### src/rtl/adc_spi_responder.sv
// Behavioural SPI target standing in for the ADC configuration port.
// Oversamples mode-0 SPI pins, holds a 16-bit register file, answers reads on miso.
module adc_spi_responder #(
  parameter int          REG_DEPTH   = 32,
  parameter logic [15:0] RESET_VAL   = 16'h0000,
  parameter int          SYNC_STAGES = 2
) (
  input  logic        clk200m,
  input  logic        rst,
  input  logic        adc_sclk,
  input  logic        adc_sen,
  input  logic        adc_mosi,
  input  logic        adc_rst,
  output logic        adc_miso,
  output logic        miso_oe,
  output logic        wr_stb,
  output logic [6:0]  wr_addr,
  output logic [15:0] wr_data,
  output logic        frame_err,
  output logic [15:0] frame_cnt,
  output logic        busy
);

  localparam int         AW    = (REG_DEPTH > 1) ? $clog2(REG_DEPTH) : 1;
  localparam logic [7:0] DEPTH = 8'(REG_DEPTH);

  typedef enum logic [1:0] {IDLE, CMD, DATA, TAIL} state_t;
  state_t state, next_state;

  logic [SYNC_STAGES-1:0] sclk_sync, sen_sync, mosi_sync, arst_sync;
  logic [15:0] regs [REG_DEPTH];
  logic [14:0] shift_in;
  logic [15:0] shift_out;
  logic [4:0]  bit_cnt;
  logic        rw;
  logic [6:0]  addr;
  logic        tail_err_seen;

  logic sclk_rise, sclk_fall, sen_rise, sen_fall, mosi_s, soft_rst;
  logic shift_en, cmd_done, commit, abort, frame_done, tail_rise;
  logic        cmd_rw;
  logic [6:0]  cmd_addr;
  logic [15:0] cmd_rd_data, wdata;

  // sen idles high, so its synchronizer resets to 1 to avoid a phantom frame start
  always_ff @(posedge clk200m or posedge rst) begin
    if (rst) begin
      sclk_sync <= '0;
      sen_sync  <= '1;
      mosi_sync <= '0;
      arst_sync <= '0;
    end else begin
      sclk_sync <= {sclk_sync[SYNC_STAGES-2:0], adc_sclk};
      sen_sync  <= {sen_sync[SYNC_STAGES-2:0], adc_sen};
      mosi_sync <= {mosi_sync[SYNC_STAGES-2:0], adc_mosi};
      arst_sync <= {arst_sync[SYNC_STAGES-2:0], adc_rst};
    end
  end

  assign sclk_rise = sclk_sync[SYNC_STAGES-2] & ~sclk_sync[SYNC_STAGES-1];
  assign sclk_fall = ~sclk_sync[SYNC_STAGES-2] & sclk_sync[SYNC_STAGES-1];
  assign sen_rise  = sen_sync[SYNC_STAGES-2] & ~sen_sync[SYNC_STAGES-1];
  assign sen_fall  = ~sen_sync[SYNC_STAGES-2] & sen_sync[SYNC_STAGES-1];
  assign mosi_s    = mosi_sync[SYNC_STAGES-1];
  assign soft_rst  = arst_sync[SYNC_STAGES-1];

  assign cmd_rw      = shift_in[6];
  assign cmd_addr    = {shift_in[5:0], mosi_s};
  assign cmd_rd_data = ({1'b0, cmd_addr} < DEPTH) ? regs[cmd_addr[AW-1:0]] : 16'h0000;
  assign wdata       = {shift_in[14:0], mosi_s};
  assign busy        = (state != IDLE);

  always_ff @(posedge clk200m or posedge rst) begin
    if (rst) state <= IDLE;
    else     state <= next_state;
  end

  // sen rise outranks a coincident sclk edge in every active state
  always_comb begin
    next_state = state;
    shift_en   = 1'b0;
    cmd_done   = 1'b0;
    commit     = 1'b0;
    abort      = 1'b0;
    frame_done = 1'b0;
    tail_rise  = 1'b0;
    if (soft_rst) begin
      next_state = IDLE;
    end else begin
      case (state)
        IDLE: if (sen_fall) next_state = CMD;
        CMD: begin
          if (sen_rise) begin
            abort      = 1'b1;
            next_state = IDLE;
          end else if (sclk_rise) begin
            shift_en = 1'b1;
            if (bit_cnt == 5'd7) begin
              cmd_done   = 1'b1;
              next_state = DATA;
            end
          end
        end
        DATA: begin
          if (sen_rise) begin
            abort      = 1'b1;
            next_state = IDLE;
          end else if (sclk_rise) begin
            shift_en = 1'b1;
            if (bit_cnt == 5'd23) begin
              commit     = 1'b1;
              next_state = TAIL;
            end
          end
        end
        TAIL: begin
          if (sen_rise) begin
            frame_done = 1'b1;
            next_state = IDLE;
          end else if (sclk_rise) begin
            tail_rise = 1'b1;
          end
        end
        default: next_state = IDLE;
      endcase
    end
  end

  always_ff @(posedge clk200m or posedge rst) begin
    if (rst) begin
      for (int i = 0; i < REG_DEPTH; i++) regs[i] <= RESET_VAL;
      shift_in      <= '0;
      shift_out     <= '0;
      bit_cnt       <= '0;
      rw            <= 1'b0;
      addr          <= '0;
      tail_err_seen <= 1'b0;
      adc_miso      <= 1'b0;
      miso_oe       <= 1'b0;
      wr_stb        <= 1'b0;
      wr_addr       <= '0;
      wr_data       <= '0;
      frame_err     <= 1'b0;
      frame_cnt     <= '0;
    end else begin
      wr_stb    <= 1'b0;
      frame_err <= 1'b0;
      if (soft_rst) begin
        for (int i = 0; i < REG_DEPTH; i++) regs[i] <= RESET_VAL;
        bit_cnt       <= '0;
        tail_err_seen <= 1'b0;
        adc_miso      <= 1'b0;
        miso_oe       <= 1'b0;
      end else begin
        if (state == IDLE && sen_fall) begin
          bit_cnt       <= '0;
          tail_err_seen <= 1'b0;
        end
        if (shift_en) begin
          shift_in <= {shift_in[13:0], mosi_s};
          bit_cnt  <= bit_cnt + 5'd1;
        end
        if (cmd_done) begin
          rw        <= cmd_rw;
          addr      <= cmd_addr;
          shift_out <= cmd_rd_data;
        end
        // out-of-range writes complete the frame but touch nothing
        if (commit && !rw && ({1'b0, addr} < DEPTH)) begin
          regs[addr[AW-1:0]] <= wdata;
          wr_stb             <= 1'b1;
          wr_addr            <= addr;
          wr_data            <= wdata;
        end
        if (state == DATA && rw && sclk_fall && !sen_rise) begin
          adc_miso  <= shift_out[15];
          shift_out <= {shift_out[14:0], 1'b0};
          miso_oe   <= 1'b1;
        end
        if (abort || frame_done) begin
          adc_miso <= 1'b0;
          miso_oe  <= 1'b0;
        end
        if (abort) frame_err <= 1'b1;
        if (frame_done) frame_cnt <= frame_cnt + 16'd1;
        if (tail_rise && !tail_err_seen) begin
          frame_err     <= 1'b1;
          tail_err_seen <= 1'b1;
        end
      end
    end
  end

endmodule

### config.mk
export PLATFORM = sky130hd
export DESIGN_NAME = adc_spi_responder
export DESIGN_NICKNAME = d
export VERILOG_FILES = /design/src/rtl/adc_spi_responder.sv
export SDC_FILE = /design/constraint.sdc
export NUM_CORES = 1
export LEC_CHECK = 0
export BUFFER_PORTS_ARGS = -buffer_cell sky130_fd_sc_hd__buf_2
export CAP_MARGIN = 20
export CORE_ASPECT_RATIO = 1.25
export CORE_MARGIN = 5
export CORE_UTILIZATION = 45
export CTS_BUF_LIST = sky130_fd_sc_hd__clkbuf_8
export CTS_CLUSTER_DIAMETER = 120
export DETAILED_ROUTE_END_ITERATION = 7
export PLACE_DENSITY = 0.67
export SETUP_SLACK_MARGIN = 0.02
export SLEW_MARGIN = 20
export SYNTH_ARGS = -nofsm -noshare
export SYNTH_HDL_FRONTEND = slang
export SYNTH_SLANG_ARGS = --single-unit
### constraint.sdc
create_clock -name clk200m -period 30.7 [get_ports clk200m]
set_clock_uncertainty 0.2 [all_clocks]
set_input_delay 6.14 -clock clk200m [delete_from_list [all_inputs] [get_ports clk200m]]
set_output_delay 6.14 -clock clk200m [all_outputs]
set_load 0.1 [all_outputs]
==> impl_metrics.json <==
{
  "die_h_um": 290,
  "clockBufferDepth": 3,
  "final_nets": 2647,
  "path_max_fanout": 142,
  "cap_viol_max_count": 0,
  "overflow": 0,
  "synth.distinct_cells": 56,
  "clkPwrFrac": 0.395,
  "vias": 20515,
  "area_growth_pct": 8.69,
  "yosysWarnings": 0,
  "fp.dieArea_um2": 67800,
  "fin_hold_ws_ns": 0.140,
  "critPathRequiredTime_ns": 31.13,
  "ant_nets": 0,
  "wirelength_mm": 74.6,
  "grt_max_degree": 143,
  "die_w_um": 234,
  "yosysTopAreaCell": "dfrtp_1",
  "ys_top_cells_by_area": "dfrtp_1 (54%), nand2_1 (11%), mux4_2 (10%)",
  "yosysSeqAreaShare": 0.542,
  "cts_setup_buffers": 0,
  "status": "finished clean",
  "hpwl_mm": 45.6,
  "min_period_ns": 8.41,
  "peakVddDrop_uv": 40.9,
  "syn_area_um2": 28200,
  "ys_ff_latch": 610,
  "combPwrFrac": 0.095,
  "clk_pin_slew_ns": 0.07,
  "synth_ff_type": "dfrtp_1",
  "drive_gt1_frac": 0.169,
  "setup_tns_ns": 0,
  "synth_nets": 2697,
  "async_flop_share": 1.00,
  "nFillCells": 5566,
  "start_util": 0.455,
  "post-route-drc-count": 0,
  "hold_buffers": 0,
  "syn_area_per_cell_um2": 10.5,
  "p_sw_frac": 0.269,
  "p_int_uw": 1190,
  "hold_class": "reg2reg",
  "rsz0062_at_grt": "false",
  "synth_top_area_share": 0.540,
  "grt_pass1_vias": 20873,
  "fmax_mhz": 119,
  "dr.pass1.iters": 7,
  "timing.final.max_slew_violations": 0,
  "relSlewSlack": 0.191,
  "final_util": 0.494,
  "fin_crit_sh": 0.274,
  "p_leak_uw": 0.0132,
  "power_density_nw_per_um2": 53.0,
  "cts_root_buf": "clkbuf_8",
  "drt-vias-per-instance": 5.81,
  "worst_pin_slew_ns": 1.20,
  "wl_per_cell_um": 21.1,
  "seq_power_share": 0.511,
  "syn_inst": 2685,
  "synth-edff-count": 0,
  "cts_sinks": 610,
  "ios": 50,
  "numCtsBuffers": 91,
  "hold_viol": 0,
  "critPathArrivalTime_ns": 8.83,
  "port_buffers": 49,
  "clk_latency_ns": 0.67,
  "rows": 102,
  "grt_pass1_wl_mm": 119,
  "cts_resized": 0,
  "core_um2": 62000,
  "drtIter0Drc": 2081,
  "htree_num_levels": 3,
  "cts_tree": "yes",
  "setup_viol": 0,
  "grt.total_usage": 0.221,
  "crit_path_start_kind": "input port",
  "antenna_found_initial": 2,
  "crit_path_end_kind": "async pin",
  "critical_path_class": "in2async",
  "power_switching_uw": 437,
  "place.gp.congestion": 0.845
}
path summary, 6_finish.rpt:
path	depth (start not counted)	slack (ns)	to	from
max	4	22.29	arst_sync[1]	rst
min	0	0.14	mosi_sync[1]	mosi_sync[0]
max reg2reg	6	26.59	shift_out[13]	mosi_sync[1]
min reg2reg	0	0.14	mosi_sync[1]	mosi_sync[0]
max in group clk200m	4	22.42	busy	state[0]
min in group asynchronous	2	5.44	regs[466]	rst
worst max-delay path: stages:
cell and delay [ns]:
buf_2 0.13, inv_8 0.59, buf_4 0.86, buf_4 0.83
cell usage in the layout, fill, tap and decap left out, drive strengths merged, types with 2 or more instances in the layout:
cell and instances:
mux2i 37, a41oi 6, xor2 4, o2bb2ai 80, a221oi 14, a22oi 16, dfstp 2, clkbuf 112
xnor2 12, mux2 54, nor3 4, dfrtp 608, nor2b 7, a211oi 2, a21oi 22, nand4b 2
nand3 13, inv 38, o22ai 2, nor2 67, nand2 833, a32o 2, and4 4, and3 5
or2 3, clkinv 10, nand3b 3, o211ai 3, ha 6, o31ai 3, and2 6, buf 105
a21o 14, o21ai 405, nand2b 5, mux4 128, a31oi 19, nand4 7, nor4 23
final cells by class:
type | count | area [um^2] | share of cell area
clock buffers | 112 | 1540 | 0.0503
repair buffers | 105 | 677 | 0.0221
multi-input cells | 1820 | 11900 | 0.387
inverters | 7 | 41.3 | 0.00135
well taps | 832 | 1040 | 0.0340
flip-flops and latches | 610 | 15300 | 0.499
clock inverters | 42 | 201 | 0.00657
diodes | 1 | 2.50 | 0.0000817
Yosys cell counts, drive strengths merged (19+ instances only):
cell / instances
a21oi: 22
a31oi: 19
buf: 104
clkbuf: 144
dfrtp: 608
mux2: 54
mux2i: 37
mux4: 128
nand2: 833
nor2: 67
nor4: 23
o21ai: 405
o2bb2ai: 80
stage by stage:
| step | instance area [um^2] | total power [uW] | setup WS (ns) | cells |
|---|---|---|---|---|
| 6_report | 30600 | 1630 | 22.29 | 3529 |
| 4_1_cts | 30600 | 1640 | 21.99 | 3528 |
| 3_3_place_gp | 28900 | 997 | 21.47 | 3374 |
| 3_5_place_dp | 28900 | 998 | 21.26 | 3374 |
| 2_1_floorplan | 28200 | 952 | 7.28 | 2685 |
| 5_1_grt | 30600 | 1680 | 21.86 | 3529 |
power groups by stage:
stage               Sequential (uW)  Combinational [uW]  Clock, uW
finish                          830                 154        642
global route                    830                 164        688
CTS                             829                 154        655
detailed placement              844                 154          0
global placement                844                 153          0
floorplan                       827                 125          0
logic make-up (layout without fill, tap and decap cells):
logic type / count (synthesis) / in the layout / share of synthesized area
buffers and inverters: 255 / 266 / 0.0395
other: 0 / 1 / 0
DFF: 610 / 610 / 0.542
AOI/OAI and AO/OA: 592 / 592 / 0.124
muxes: 219 / 219 / 0.137
and+or+nand+nor: 987 / 987 / 0.151
xor gates and xnor gates: 16 / 16 / 0.00497
adders and majority gates: 6 / 6 / 0.00266
flip-flops by register name (all words and copies together) (netlist names), 5 cells and up:
signal / flops
bit_cnt: 5
regs: 512
shift_in: 15
shift_out: 16
frame_cnt: 16
wr_addr: 7
wr_data: 16
addr: 7
layer usage:
metal  global-route usage  routed length (um)
met2                0.364               36500
met3               0.0363                4570
met5                    0                  13
met4                0.104                3600
met1                0.285               29900
No activity file was read; power rests on OpenSTA's default activity.
